File: src/rtl/sync_fifo_hs_if.sv
// Handshake and status bundle for sync_fifo_hs.
// The producer or consumer side uses the master modport, and the FIFO uses the slave modport.
interface sync_fifo_hs_if #(
   parameter int ADDR_WIDTH = 4,
   parameter int DATA_WIDTH = 8
);
   logic                  clr;
   logic                  w_enable;
   logic [DATA_WIDTH-1:0] w_data;
   logic                  r_enable;
   logic [DATA_WIDTH-1:0] r_data;
   logic                  r_valid;
   logic [ADDR_WIDTH:0]   count;
   logic                  full;
   logic                  empty;
   logic                  almost_full;
   logic                  almost_empty;
   logic                  overflow;
   logic                  underflow;

   modport master (
      output clr, w_enable, w_data, r_enable,
      input  r_data, r_valid, count, full, empty, almost_full, almost_empty,
             overflow, underflow
   );

   modport slave (
      input  clr, w_enable, w_data, r_enable,
      output r_data, r_valid, count, full, empty, almost_full, almost_empty,
             overflow, underflow
   );
endinterface

File: src/rtl/sync_fifo_hs.sv
// Single-clock byte FIFO with registered read data, a valid strobe, programmable level flags,
// sticky overflow/underflow flags and a synchronous flush.
module sync_fifo_hs #(
   parameter int ADDR_WIDTH = 4,
   parameter int DATA_WIDTH = 8,
   parameter int AF_LEVEL   = 14,
   parameter int AE_LEVEL   = 2
) (
   input  logic           CLK,
   input  logic           RST_N,
   sync_fifo_hs_if.slave  bus
);
   localparam int DEPTH = 2 ** ADDR_WIDTH;
   localparam logic [ADDR_WIDTH:0] DEPTH_C = (ADDR_WIDTH + 1)'(DEPTH);
   localparam logic [ADDR_WIDTH:0] AF_C    = (ADDR_WIDTH + 1)'(AF_LEVEL);
   localparam logic [ADDR_WIDTH:0] AE_C    = (ADDR_WIDTH + 1)'(AE_LEVEL);

   logic [DATA_WIDTH-1:0] ram [DEPTH];
   logic [ADDR_WIDTH-1:0] w_addr;
   logic [ADDR_WIDTH-1:0] r_addr;
   logic [ADDR_WIDTH:0]   count_q;
   logic [DATA_WIDTH-1:0] r_data_q;
   logic                  r_valid_q;
   logic                  overflow_q;
   logic                  underflow_q;
   logic                  empty;
   logic                  full;
   logic                  rd_ok;
   logic                  wr_ok;

   assign empty = (count_q == '0);
   assign full  = (count_q == DEPTH_C);

   // Handshake: a read is accepted when r_enable is high and the FIFO is not empty.
   // A write is accepted when w_enable is high and the FIFO is not full, or when a read
   // is accepted in the same cycle. r_valid pulses for one cycle when r_data holds the word
   // from an accepted read. Nothing is accepted during reset or clr.
   assign rd_ok = bus.r_enable & ~empty;
   assign wr_ok = bus.w_enable & (~full | rd_ok);

   always_ff @(posedge CLK) begin
      if (RST_N && !bus.clr && wr_ok) begin
         ram[w_addr] <= bus.w_data;
      end
   end

   always_ff @(posedge CLK) begin
      if (!RST_N) begin
         w_addr      <= '0;
         r_addr      <= '0;
         count_q     <= '0;
         r_data_q    <= '0;
         r_valid_q   <= 1'b0;
         overflow_q  <= 1'b0;
         underflow_q <= 1'b0;
      end else if (bus.clr) begin
         // A flush empties the FIFO but leaves the last read word visible.
         w_addr      <= '0;
         r_addr      <= '0;
         count_q     <= '0;
         r_valid_q   <= 1'b0;
         overflow_q  <= 1'b0;
         underflow_q <= 1'b0;
      end else begin
         r_valid_q <= rd_ok;
         if (wr_ok) begin
            w_addr <= w_addr + ADDR_WIDTH'(1);
         end
         if (rd_ok) begin
            r_data_q <= ram[r_addr];
            r_addr   <= r_addr + ADDR_WIDTH'(1);
         end
         case ({wr_ok, rd_ok})
            2'b10:   count_q <= count_q + 1'b1;
            2'b01:   count_q <= count_q - 1'b1;
            default: count_q <= count_q;
         endcase
         if (bus.w_enable && !wr_ok) begin
            overflow_q <= 1'b1;
         end
         if (bus.r_enable && !rd_ok) begin
            underflow_q <= 1'b1;
         end
      end
   end

   assign bus.r_data       = r_data_q;
   assign bus.r_valid      = r_valid_q;
   assign bus.count        = count_q;
   assign bus.full         = full;
   assign bus.empty        = empty;
   assign bus.almost_full  = (count_q >= AF_C);
   assign bus.almost_empty = (count_q <= AE_C);
   assign bus.overflow     = overflow_q;
   assign bus.underflow    = underflow_q;
endmodule
File: src/flat_wrapper.sv
// flat-port wrapper written by rule: the top's interface ports become plain ports
module sync_fifo_hs_flat 
#(
   parameter int ADDR_WIDTH = 4,
   parameter int DATA_WIDTH = 8,
   parameter int AF_LEVEL   = 14,
   parameter int AE_LEVEL   = 2
)
  (CLK, RST_N, bus_clr, bus_w_enable, bus_w_data, bus_r_enable, bus_r_data, bus_r_valid, bus_count, bus_full, bus_empty, bus_almost_full, bus_almost_empty, bus_overflow, bus_underflow);
  sync_fifo_hs_if #(.ADDR_WIDTH(ADDR_WIDTH), .DATA_WIDTH(DATA_WIDTH)) bus_i ();
  input  logic CLK;
  input  logic RST_N;
  input wire logic [$bits(bus_i.clr)-1:0] bus_clr;
  input wire logic [$bits(bus_i.w_enable)-1:0] bus_w_enable;
  input wire logic [$bits(bus_i.w_data)-1:0] bus_w_data;
  input wire logic [$bits(bus_i.r_enable)-1:0] bus_r_enable;
  output wire logic [$bits(bus_i.r_data)-1:0] bus_r_data;
  output wire logic [$bits(bus_i.r_valid)-1:0] bus_r_valid;
  output wire logic [$bits(bus_i.count)-1:0] bus_count;
  output wire logic [$bits(bus_i.full)-1:0] bus_full;
  output wire logic [$bits(bus_i.empty)-1:0] bus_empty;
  output wire logic [$bits(bus_i.almost_full)-1:0] bus_almost_full;
  output wire logic [$bits(bus_i.almost_empty)-1:0] bus_almost_empty;
  output wire logic [$bits(bus_i.overflow)-1:0] bus_overflow;
  output wire logic [$bits(bus_i.underflow)-1:0] bus_underflow;
  assign bus_i.clr = bus_clr;
  assign bus_i.w_enable = bus_w_enable;
  assign bus_i.w_data = bus_w_data;
  assign bus_i.r_enable = bus_r_enable;
  assign bus_r_data = bus_i.r_data;
  assign bus_r_valid = bus_i.r_valid;
  assign bus_count = bus_i.count;
  assign bus_full = bus_i.full;
  assign bus_empty = bus_i.empty;
  assign bus_almost_full = bus_i.almost_full;
  assign bus_almost_empty = bus_i.almost_empty;
  assign bus_overflow = bus_i.overflow;
  assign bus_underflow = bus_i.underflow;
  sync_fifo_hs #(.ADDR_WIDTH(ADDR_WIDTH), .DATA_WIDTH(DATA_WIDTH), .AF_LEVEL(AF_LEVEL), .AE_LEVEL(AE_LEVEL)) u_core (.CLK(CLK), .RST_N(RST_N), .bus(bus_i));
endmodule
File: config.mk
export PLATFORM = sky130hd
export DESIGN_NAME = sync_fifo_hs_flat
export DESIGN_NICKNAME = d
export VERILOG_FILES = /design/src/rtl/sync_fifo_hs_if.sv /design/src/rtl/sync_fifo_hs.sv /design/src/flat_wrapper.sv
export SDC_FILE = /design/constraint.sdc
export NUM_CORES = 1
export LEC_CHECK = 0
export ABC_AREA = 1
export BUFFER_PORTS_ARGS = -buffer_cell sky130_fd_sc_hd__clkbuf_2
export CAP_MARGIN = 10
export CORE_MARGIN = 3
export CORE_UTILIZATION = 30
export CTS_CLUSTER_DIAMETER = 50
export DETAILED_ROUTE_END_ITERATION = 8
export PLACE_DENSITY_LB_ADDON = 0.25
export SLEW_MARGIN = 40
export SYNTH_ARGS = -nofsm -noshare
export SYNTH_HDL_FRONTEND = slang
export SYNTH_SLANG_ARGS = --single-unit
File: constraint.sdc
create_clock -name CLK -period 6.7 [get_ports CLK]
set_clock_uncertainty 0.2 [all_clocks]
set_input_delay 0.67 -clock CLK [delete_from_list [all_inputs] [get_ports CLK]]
set_output_delay 0.67 -clock CLK [all_outputs]
set_load 0.005 [all_outputs]
After elaboration in Yosys (flattened, before gate mapping)
Memories as Yosys holds them, arrays and structs flattened. A register that Yosys moved wholly into a read port is not among the register bits.
Cells that the tools add are included.

cells by class
  eq/ne operators = 3
  add/subtract/negate cells = 4
  bitwise operators = 7
  reductions and logical operators = 12
  muxes and demuxes = 3
  order comparisons = 2

operators with widths
  kind                                                 number
  one-hot mux 5 bit (2 select lines)                   1
  adder 4 x 1 -> 4 bit, second input constant          2
  adder 5 x 1 -> 5 bit, second input constant          1
  == test 5 bit, second input constant                 1
  >= comparator 5 x 4 -> 1 bit, second input constant  1
  <= comparator 5 x 2 -> 1 bit, second input constant  1
  zero test 5 bit                                      1
  subtractor 5 x 1 -> 5 bit, second input constant     1
  logical AND 1 bit                                    4
  zero test 1 bit                                      4
  NOT 1 bit                                            4
  bitwise AND 1 bit                                    2
  == test 2 x 1 -> 1 bit, second input constant        1
  == test 2 bit, second input constant                 1
  2-to-1 mux 1 bit                                     2
  AND reduction 2 bit                                  1
  nonzero test 2 bit                                   1
  OR reduction 2 bit                                   1
  OR 1 bit                                             1

storage, ports and cells
  bits in registers = 16
  input bits = 13
  output and inout port bits = 20
  memories = 1
  RAM bits = 128

memory list
  memory      depth  bits a word  read ports  clocked after Yosys merged registers in  wr ports  line                source
  u_core.ram  16     8            1           1                                        1         sync_fifo_hs.sv:18  logic [DATA_WIDTH-1:0] ram [DEPTH];

Longest topological paths before layout
Gate-level depths: netlist of the first run.

  depth in word-level cells = 8
  mapped depth = 13
  gate-level depth less buffers = 13

Least setup slack after synthesis of the first run
No wires, ideal clock.

  path type = input -> register
  start = input RST_N
  end = memory u_core.ram[15][0] (enable)
  stages = 6
  library setup time = 0.383 ns
  buffers on the path = 2
  setup slack = 4.218 ns
  arrival time = 1.899 ns
  data required time = 6.117 ns
  cells stage by stage = buf_4 -> inv_1 -> nor2_4 -> inv_1 -> buf_2 -> nor3_1

on the way
  cells in the longest elaborated chain, start to end = 4

ends and longest elaborated chain
  what                                    line                source
  start: declaration                      flat_wrapper.sv:12  input logic RST_N;
  logical AND 1 bit (2 in series)         sync_fifo_hs.sv:42  if (RST_N && !bus.clr && wr_ok) begin
  2-to-1 mux 1 bit                        sync_fifo_hs.sv:42
  2-to-1 mux 1 bit (implied by the code)  sync_fifo_hs.sv:43  ram[w_addr] <= bus.w_data;
  end: declaration                        sync_fifo_hs.sv:18

Every way passes these cells.

Final worst setup path of the first run
  start = input RST_N
  end = memory u_core.ram[14][4] (enable)

Same word-level chain as after synthesis.

==> results of run 1 <==
-- sequential cells by signal (all words and copies together) (netlist names) --
| register | cells |
|---|---|
| u_core.w_addr | 4 |
| u_core.bus.overflow | 1 |
| u_core.bus.count | 5 |
| u_core.r_addr | 4 |
| u_core.bus.r_valid | 1 |
| u_core.bus.r_data | 8 |
| u_core.ram | 128 |
| u_core.bus.underflow | 1 |
-- final timing paths --
check	startpoint	endpoint	slack (ns)
worst max-delay path	RST_N	u_core.ram[14][4]	3.98
worst min-delay path	u_core.bus.underflow	u_core.bus.underflow	0.28
worst max register to register	u_core.r_addr[2]	u_core.bus.r_data[7]	4.02
worst min register to register	u_core.bus.underflow	u_core.bus.underflow	0.28
-- cells by family after synthesis --
family,count (synthesis)
buffers and inverters,119
adder cells (fa/ha/maj),10
AO/OA/AOI/OAI,31
XOR/XNOR,6
AND/OR/NAND/NOR,354
flip-flops,152
-- per-stage QoR --
step	instance area, um2	hold WS (ns)
6_report	7660	0.285
5_1_grt	7660	0.351
4_1_cts	7660	0.283
3_5_place_dp	7080	0.269
3_3_place_gp	7050	0.260
2_1_floorplan	6700	0.260
-- layout make-up --
cell class,count,area share
clock buffer,18,0.0560
clock inverter,14,0.0198
inverter,91,0.0449
multi-input combinational,401,0.246
sequential,152,0.565
tap,280,0.0458
timing repair buffer,34,0.0229
-- metal layers --
layer / global-route usage / share of wire / up-vias
met5: 0 / 0 / -
met4: 0.0525 / 0.027 / 0
met3: 0.0320 / 0.041 / 32
met2: 0.227 / 0.47 / 109
met1: 0.179 / 0.46 / 2088
li1: - / - / 2235
-- cell usage after synthesis --
| library cell | count | area share |
|---|---|---|
| nand3_2 | 1 | 0.0015 |
| nor3_1 | 4 | 0.0030 |
| buf_4 | 9 | 0.010 |
| nor2_4 | 1 | 0.0017 |
| edfxtp_1 | 128 | 0.57 |
| nor2_8 | 1 | 0.0030 |
| ha_1 | 9 | 0.017 |
| clkinv_1 | 2 | 0.0011 |
| clkbuf_1 | 2 | 0.0011 |
| xor2_1 | 6 | 0.0078 |
| inv_2 | 2 | 0.0011 |
| o21ai_0 | 6 | 0.0045 |
| buf_6 | 2 | 0.0034 |
| nand3_1 | 95 | 0.071 |
| o21bai_1 | 1 | 0.0011 |
| buf_1 | 1 | 0.00056 |
| o21ai_2 | 1 | 0.0013 |
| o21a_1 | 8 | 0.0090 |
| nand2_1 | 224 | 0.13 |
| dfxtp_1 | 24 | 0.072 |
| fa_1 | 1 | 0.0030 |
| nand2_4 | 1 | 0.0017 |
| inv_1 | 87 | 0.049 |
| nor2_2 | 2 | 0.0019 |
| buf_2 | 14 | 0.010 |
| a21oi_1 | 15 | 0.011 |
| nor2_1 | 25 | 0.014 |
-- worst max-delay path, delay by kind of cell --
family	cells	cell delay, ns
buffers and inverters	3	0.61
AND/OR/NAND/NOR	4	1.29
-- where the power goes --
group	switching [W]	leakage, nW	internal [W]
sequential	0.00000843	1.35	0.00103
clock	0.000384	0.281	0.000551
combinational	0.000106	1.58	0.0000436
-- placed cells by master, fill, tap and decap left out, drive strengths merged, types with 4 or more instances in the layout --
cell    Yosys  layout
xor2        6       6
o21ai       7       7
dfxtp      24      24
clkbuf      2      50
inv        89      91
o21a        8       8
nor3        4       4
edfxtp    128     128
nor2       29      29
nand2     225     225
a21oi      15      15
ha          9       9
clkinv      2      10
nand3      96      96
==> results by group, run 1 <==
Floorplanning
  • Die Wd: 155 um
  • Rows: 54
  • I/O Pins: 33
  • Initial cell density of the core: 0.306
  • Die area: 24200 um2
  • DIE HEIGHT: 155 um
  • Core area: 21900 um2

Global route
  • Antenna violations before repair: 0
  • Number of global-route vias before repair: 4471
  • Largest net degree at the start of global routing: 67
  • GRT Util Overall: 0.139
  • First-pass GRT wire length: 25100 um
  • Grt ovf: 0

Yosys
  • Mux cell area share after synthesis: 0
  • Seq cells post-synth: 152
  • Distinct cells, synth: 27
  • XOR/XNOR Fraction of Synth Area: 0.00784
  • Post-synthesis sequential area ratio: 0.645
  • Largest family of logic cells by synthesized area: simple AND/OR/NAND/NOR gates
  • Simple-Gate Fraction of Synth Area: 0.223
  • Synthesis Warnings: 0
  • Synth Cell Area: 6700 um2
  • Cells after Synth: 672
  • Area share of fa/ha/maj cells after synthesis: 0.0198
  • Compound-cell area share of the yosys netlist: 0.0271
  • Synthesized area per cell: 9.97 um2
  • Mapped Nets: 695

Clock tree
  • Clock Sinks: 152
  • Clk Latency, worst-skew pair: 0.42 ns
  • Post-CTS sizing: 0
  • Root Buffer Master: clkbuf_16
  • Post-CTS Setup Inserts: 0
  • CTS tree: built
  • Clock transition at path regs: 0.06 ns
  • Clock Tree Buf Depth: 2
  • CTS HTree Levels: 4
  • CTS Buf Count: 17
  • Hold_buf cts: 0

Critical path
  • Worst-path fanout max: 15
  • Chain of cells forming the critical path: clkbuf_2 -> inv_1 -> nor2_4 -> inv_1 -> nor2_1 -> nand2_1 -> nor2_1
  • Critical Path RT: 6.55 ns
  • Critical Path AT: 2.58 ns
  • Worst reg2reg path depth: 6
  • Crit Path Category: input port to flop
  • CP startpoint kind: input port
  • CP peak stage delay: 0.60 ns
  • CP endpoint kind: flop
  • Critical path's slowest cell: nor2_1

Timing
  • Fin worst setup slack: 3.98 ns
  • Period utilisation layout: 0.407
  • Setup TNS: 0 ns
  • Unrepaired setup endpoints after global routing: no
  • Final period demand of the worst path: 2.72 ns
  • # setup viols final: 0
  • Maximum clock frequency: 0.367 GHz
  • Worst Tran Pin Value: 0.794 ns
  • Max-slew violations: 0
  • Slew HR: 0.470
  • Final Hold Vio Count: 0

Power and ir drop
  • Max VDD drop: 182 uV
  • Pwr Density: 278 nW/um2
  • P_leak: 3.21 nW
  • Total power draw: 0.00213 W

Routing
  • Iteration count of the initial detailed-routing pass: 5
  • Iter 0 DRT Violations: 474
  • Vias: 4464
  • # DRC: 0
  • Final WL: 16200 um
  • DR WL/cell: 16.4 um
  • Via density: 4.51
  • Post-route ant nets: 0

Flow run
  • Max_cap viols: 0

Status
  • Status: complete, no violations

Placed design
  • Quantity of I/O buffers inserted on ports: 32
  • Hpwl dp: 10400 um
  • Gpl congestion: 0.816
  • Placed instance count: 958
  • Worst slack at placement: 3.57 ns

Layout
  • Layout fillers: 2223
  • Multi-input gate area: 1880 um2
  • Sequential cell area: 4330 um2
  • Layout cells sized above 1: 0.111
  • Final core occ: 0.350
  • Final net count: 720
  • Area grow syn2layout: 14.3%
  • Non-Filler Instances: 990
  • N_diodes: 0

Hold path
  • Hold depth: 2
  • Worst min-delay path class: flop to flop
(Power assumes the default switching activity.)
==> inputs of run 2 (changes only) <==
Clock period 6.7 ns to 2.7 ns, I/O delays scaled along.
==> results by group, run 2 (synthesis gave the netlist of run 1 again) <==
Clock tree
  • CTS HTree Levels: 4
  • Post-CTS Setup Inserts: 0
  • Root Buffer Master: clkbuf_16
  • Clock Tree Buf Depth: 2
  • CTS tree: built
  • Clk Latency, worst-skew pair: 0.42 ns
  • Clock transition at path regs: 0.06 ns
  • CTS Buf Count: 17
  • Clock Sinks: 152

Power and ir drop
  • P_leak: 3.31 nW
  • Pwr Density: 659 nW/um2
  • Max VDD drop: 371 uV

Critical path
  • Worst-path fanout max: 7
  • Critical Path AT: 2.54 ns
  • CP endpoint kind: flop
  • Critical path's slowest cell: dfxtp_1
  • Reg2Reg Setup Slack: 0.28 ns
  • CP startpoint kind: flop
  • Family with the most delay on the worst path: adder cells
  • CP Launch Point: u_core.bus.count[2]
  • CP peak stage delay: 0.36 ns
  • Crit Path Category: flop to flop
  • Origin of the critical flop-to-flop path: u_core.bus.count[2]
  • CP Buf/Inv Count: 1
  • Critical Path RT: 2.81 ns
  • Chain of cells forming the critical path: nor2_2 -> nand3_1 -> o21ai_2 -> ha_2 -> ha_1 -> a21oi_1 -> nand2_1 -> xor2_1 -> o21ai_0 -> inv_1

Routing
  • Via density: 4.49
  • Final WL: 16000 um
  • DR WL/cell: 15.8 um
  • Iteration count of the initial detailed-routing pass: 4
  • Vias: 4547
  • Iter 0 DRT Violations: 350
  • Post-route ant nets: 0
  • # DRC: 0

Floorplanning
  • Rows: 54
  • Core area: 21900 um2
  • Die Wd: 155 um
  • DIE HEIGHT: 155 um
  • I/O Pins: 33
  • Initial cell density of the core: 0.306
  • Die area: 24200 um2

Layout
  • Largest register by flop count: u_core.ram
  • Commonest non-fill, non-tap cell in the layout: nand2_1
  • N_diodes: 0
  • Final core occ: 0.356
  • Layout cells sized above 1: 0.127
  • Final net count: 743
  • Final Instance Area: 7800 um2
  • Max reg flops: 128
  • Most frequent cells in the layout: nand2_1 (224), edfxtp_1 (128), nand3_1 (95), inv_1 (87), clkbuf_2 (32)
  • Area grow syn2layout: 16.4%

Flow run
  • Max_cap viols: 0

Status
  • Status: complete, no violations

Placed design
  • Quantity of I/O buffers inserted on ports: 32
  • Gpl congestion: 0.801
  • Hpwl dp: 9650 um
  • Worst slack at placement: 0.213 ns
  • DP Area: 7240 um2

Global route
  • First-pass GRT wire length: 24900 um
  • Largest net degree at the start of global routing: 67
  • Antenna violations before repair: 0
  • GR Util met1: 0.178
  • Routing usage on met2: 0.231
  • Number of global-route vias before repair: 4325
  • Top Usage Layer GRT: met2
  • GRT Util Overall: 0.138
  • GRT met3 Usage: 0.0275
  • Grt ovf: 0

Timing
  • Unrepaired setup endpoints after global routing: no
  • Final Hold Vio Count: 0
  • Worst Tran Pin Value: 0.732 ns
  • Slew HR: 0.512
  • Fin worst setup slack: 0.277 ns
  • Setup TNS: 0 ns
  • # setup viols final: 0
  • Maximum clock frequency: 0.413 GHz
  • Final period demand of the worst path: 2.42 ns
  • Max-slew violations: 0
  • Period utilisation layout: 0.898

Hold path
  • Hold Path Origin: bus_clr
  • Worst min-delay path class: input port to flop
## run 2: routing by layer
layer	vias up	wire, um
met5	-	0
met4	0	286
met3	19	572
met2	78	7900
met1	2175	7280
li1	2275	-
## run 2: worst paths after layout
check / to / cells after the start
setup / recovery: u_core.bus.count[3] / 10
hold / removal: u_core.r_addr[0] / 4
setup reg to reg: u_core.bus.count[3] / 10
hold reg to reg: u_core.bus.underflow / 2
## run 2: worst min-delay path, cell delays in order
cell	delay, ns
clkbuf_2	0.17
nor2_4	0.08
o21ai_0	0.07
a21oi_1	0.04
## run 2: what timing repair did
item	4_1_cts	5_1_grt
endpoints found under the setup margin	0	2
endpoints found under the hold margin	3	0
hold buffers	2	0
gates resized for setup	0	1
## run 2: final cells by class
cell class	count	area, um2
flip-flops and latches	152	4330
well taps	280	350
multi-input cells	401	1860
clock inverters	14	109
clock buffers	18	429
inverters	91	342
repair buffers	57	378
fillers	2244	14100
## run 2: stage by stage
| step | cells | hold WS (ns) | total power (W) |
|---|---|---|---|
| CTS | 1013 | 0.0415 | 0.00518 |
| detailed placement | 979 | 0.260 | 0.00302 |
| floorplan | 672 | 0.169 | 0.00287 |
| finish | 1013 | 0.0500 | 0.00514 |
| global placement | 979 | 0.254 | 0.00302 |
| global route | 1013 | 0.0728 | 0.00534 |
## run 2: power breakdown
part           switching, W  internal (W)  leakage [nW]  total [W]
Clock              0.000923       0.00125         0.256    0.00217
Combinational      0.000261      0.000120          1.71   0.000381
Sequential        0.0000181       0.00257          1.35    0.00259
==> inputs of run 3 (changes only) <==
Clock period 2.7 ns to 2.1 ns, I/O delays scaled along.
==> results by group, run 3 (synthesis gave the netlist of run 1 again) <==
Layout
  • Non-Filler Instances: 1028
  • Max reg flops: 128
  • Layout cells sized above 1: 0.163
  • Sequential cell area: 4330 um2
  • N_diodes: 0
  • Final core occ: 0.364
  • Most frequent cells in the layout: nand2_1 (223), edfxtp_1 (128), nand3_1 (94), inv_1 (86), buf_4 (36)
  • Area grow syn2layout: 19.1%
  • Largest register by flop count: u_core.ram
  • Commonest non-fill, non-tap cell in the layout: nand2_1
  • Layout fillers: 2242
  • Final net count: 758
  • Multi-input gate area: 1930 um2

Critical path
  • WP depth: 14
  • Reg2Reg Setup Slack: -0.01 ns
  • Worst-path fanout max: 5
  • CP endpoint: u_core.bus.count[4]
  • Critical Path AT: 2.28 ns
  • Origin of the critical flop-to-flop path: u_core.bus.count[3]
  • CP Buf/Inv Count: 4
  • Critical Path RT: 2.26 ns
  • CP startpoint kind: input port
  • CP endpoint kind: flop
  • Chain of cells forming the critical path: dlygate4sd3_1 -> clkbuf_2 -> buf_4 -> nand2_4 -> inv_2 -> ha_4 -> fa_2 -> a21oi_2 -> nor2_1 -> nor2_1 -> nand2_1 -> nand2_1 -> nand2_1 -> a21oi_2
  • Critical path's slowest cell: dlygate4sd3_1
  • CP Launch Point: bus_r_enable
  • Crit Path Category: input port to flop
  • Worst reg2reg path depth: 6
  • CP peak stage delay: 0.55 ns
  • Family with the most delay on the worst path: buffers and inverters
  • Reg-to-Reg End: u_core.ram[14][4]
  • Most common cell on crit path: nand2_1

Routing
  • Iter 0 DRT Violations: 306
  • # DRC: 0
  • Iteration count of the initial detailed-routing pass: 5
  • Post-route ant nets: 0
  • Final WL: 16500 um
  • Via density: 4.44
  • DR WL/cell: 16.1 um
  • Vias: 4564

Power and ir drop
  • Max VDD drop: 505 uV
  • Pwr Density: 835 nW/um2
  • Pint: 0.00510 W
  • P_leak: 3.39 nW
  • Net switching power: 0.00156 W
  • Flop pwr share: 0.499
  • Switching part of the total power: 0.234
  • Comb pwr share: 0.085
  • Clock Power Share: 0.417

Global route
  • Grt ovf: 0
  • Largest net degree at the start of global routing: 39
  • Antenna violations before repair: 0
  • GRT Util Overall: 0.144
  • Number of global-route vias before repair: 4363
  • First-pass GRT wire length: 25800 um

Clock tree
  • CTS tree: built
  • CTS HTree Levels: 4
  • Clock Tree Buf Depth: 2
  • Clk Latency, worst-skew pair: 0.42 ns
  • Clock Sinks: 152
  • Root Buffer Master: clkbuf_16
  • Clock transition at path regs: 0.06 ns
  • CTS Buf Count: 17
  • Post-CTS Setup Inserts: 0

Timing
  • Maximum clock frequency: 0.472 GHz
  • Worst Tran Pin Value: 0.699 ns
  • # setup viols final: 10
  • Final period demand of the worst path: 2.12 ns
  • Slew HR: 0.532
  • Unrepaired setup endpoints after global routing: yes
  • Fin worst setup slack: -0.0192 ns
  • Setup TNS: -0.115 ns
  • Max-slew violations: 0
  • Final Hold Vio Count: 0
  • Period utilisation layout: 1.01

Floorplanning
  • Die area: 24200 um2
  • Core area: 21900 um2
  • Initial cell density of the core: 0.306
  • I/O Pins: 33
  • Rows: 54
  • Die Wd: 155 um
  • DIE HEIGHT: 155 um

Placed design
  • Gpl congestion: 0.789
  • Worst slack at placement: -0.0468 ns
  • Placed instance count: 994
  • Quantity of I/O buffers inserted on ports: 32
  • Hpwl dp: 10600 um

Hold path
  • Hold Path Origin: bus_w_enable
  • Hold depth: 4
  • Worst min-delay path class: input port to flop

Status
  • Status: finished with violations
  • Failing checks: negative setup slack

Flow run
  • Max_cap viols: 0
run 3: changes by cell type in the layout (fill, tap and decap cells not counted), sizes merged:
cell    change
buf        +15
clkbuf      -1
inv         +1
run 3: layout make-up:
type | count | area share
Clock buffer | 17 | 0.0533
Clock inverter | 15 | 0.0138
Inverter | 91 | 0.0428
Multi-Input combinational cell | 401 | 0.242
Sequential cell | 152 | 0.543
Tap cell | 280 | 0.0439
Timing Repair Buffer | 72 | 0.0615
run 3: per-stage QoR:
stage          power [W]  instance area (um2)  hold WS [ns]
2_1_floorplan    0.00371                 6750         0.109
3_3_place_gp     0.00395                 7400         0.272
3_5_place_dp     0.00395                 7400         0.271
4_1_cts          0.00673                 7960       0.00436
5_1_grt          0.00694                 7980        0.0206
6_report         0.00666                 7980        0.0131
run 3: worst min-delay path by stage:
stage                                to  slack (ns)
floorplan              u_core.ram[0][0]        0.11
detailed placement  u_core.bus.overflow        0.27
global placement    u_core.bus.overflow        0.27
global route           u_core.w_addr[1]        0.02
finish                 u_core.w_addr[1]        0.01
CTS                    u_core.w_addr[1]       0.004
run 3: repair_timing:
| item | CTS | global route |
|---|---|---|
| resized for setup | 0 | 7 |
| endpoints found under the hold margin | 3 | 0 |
| pin swaps | 2 | 1 |
| endpoints found under the setup margin | 26 | 74 |
| hold buffers | 2 | 0 |
run 3: power by group through the flow:
stage               Clock (W)  Combinational, W  Sequential, W
CTS                   0.00284          0.000567        0.00332
finish                0.00278          0.000563        0.00332
global placement            0          0.000562        0.00339
detailed placement          0          0.000563        0.00339
global route          0.00298          0.000633        0.00333
floorplan                   0          0.000313        0.00339
run 3: tightest hold or removal path: stages:
cell and delay [ns]:
clkbuf_2 0.11, o21ai_4 0.08, buf_4 0.13, a21oi_1 0.06
run 3: per-layer routing:
metal / routed length (um) / vias to the layer above / GRT usage / share of wire
met5: 0 / - / 0 / 0
met4: 259 / 0 / 0.0475 / 0.016
met3: 680 / 16 / 0.0334 / 0.041
met2: 7770 / 91 / 0.222 / 0.47
met1: 7830 / 2151 / 0.200 / 0.47
li1: - / 2306 / - / -
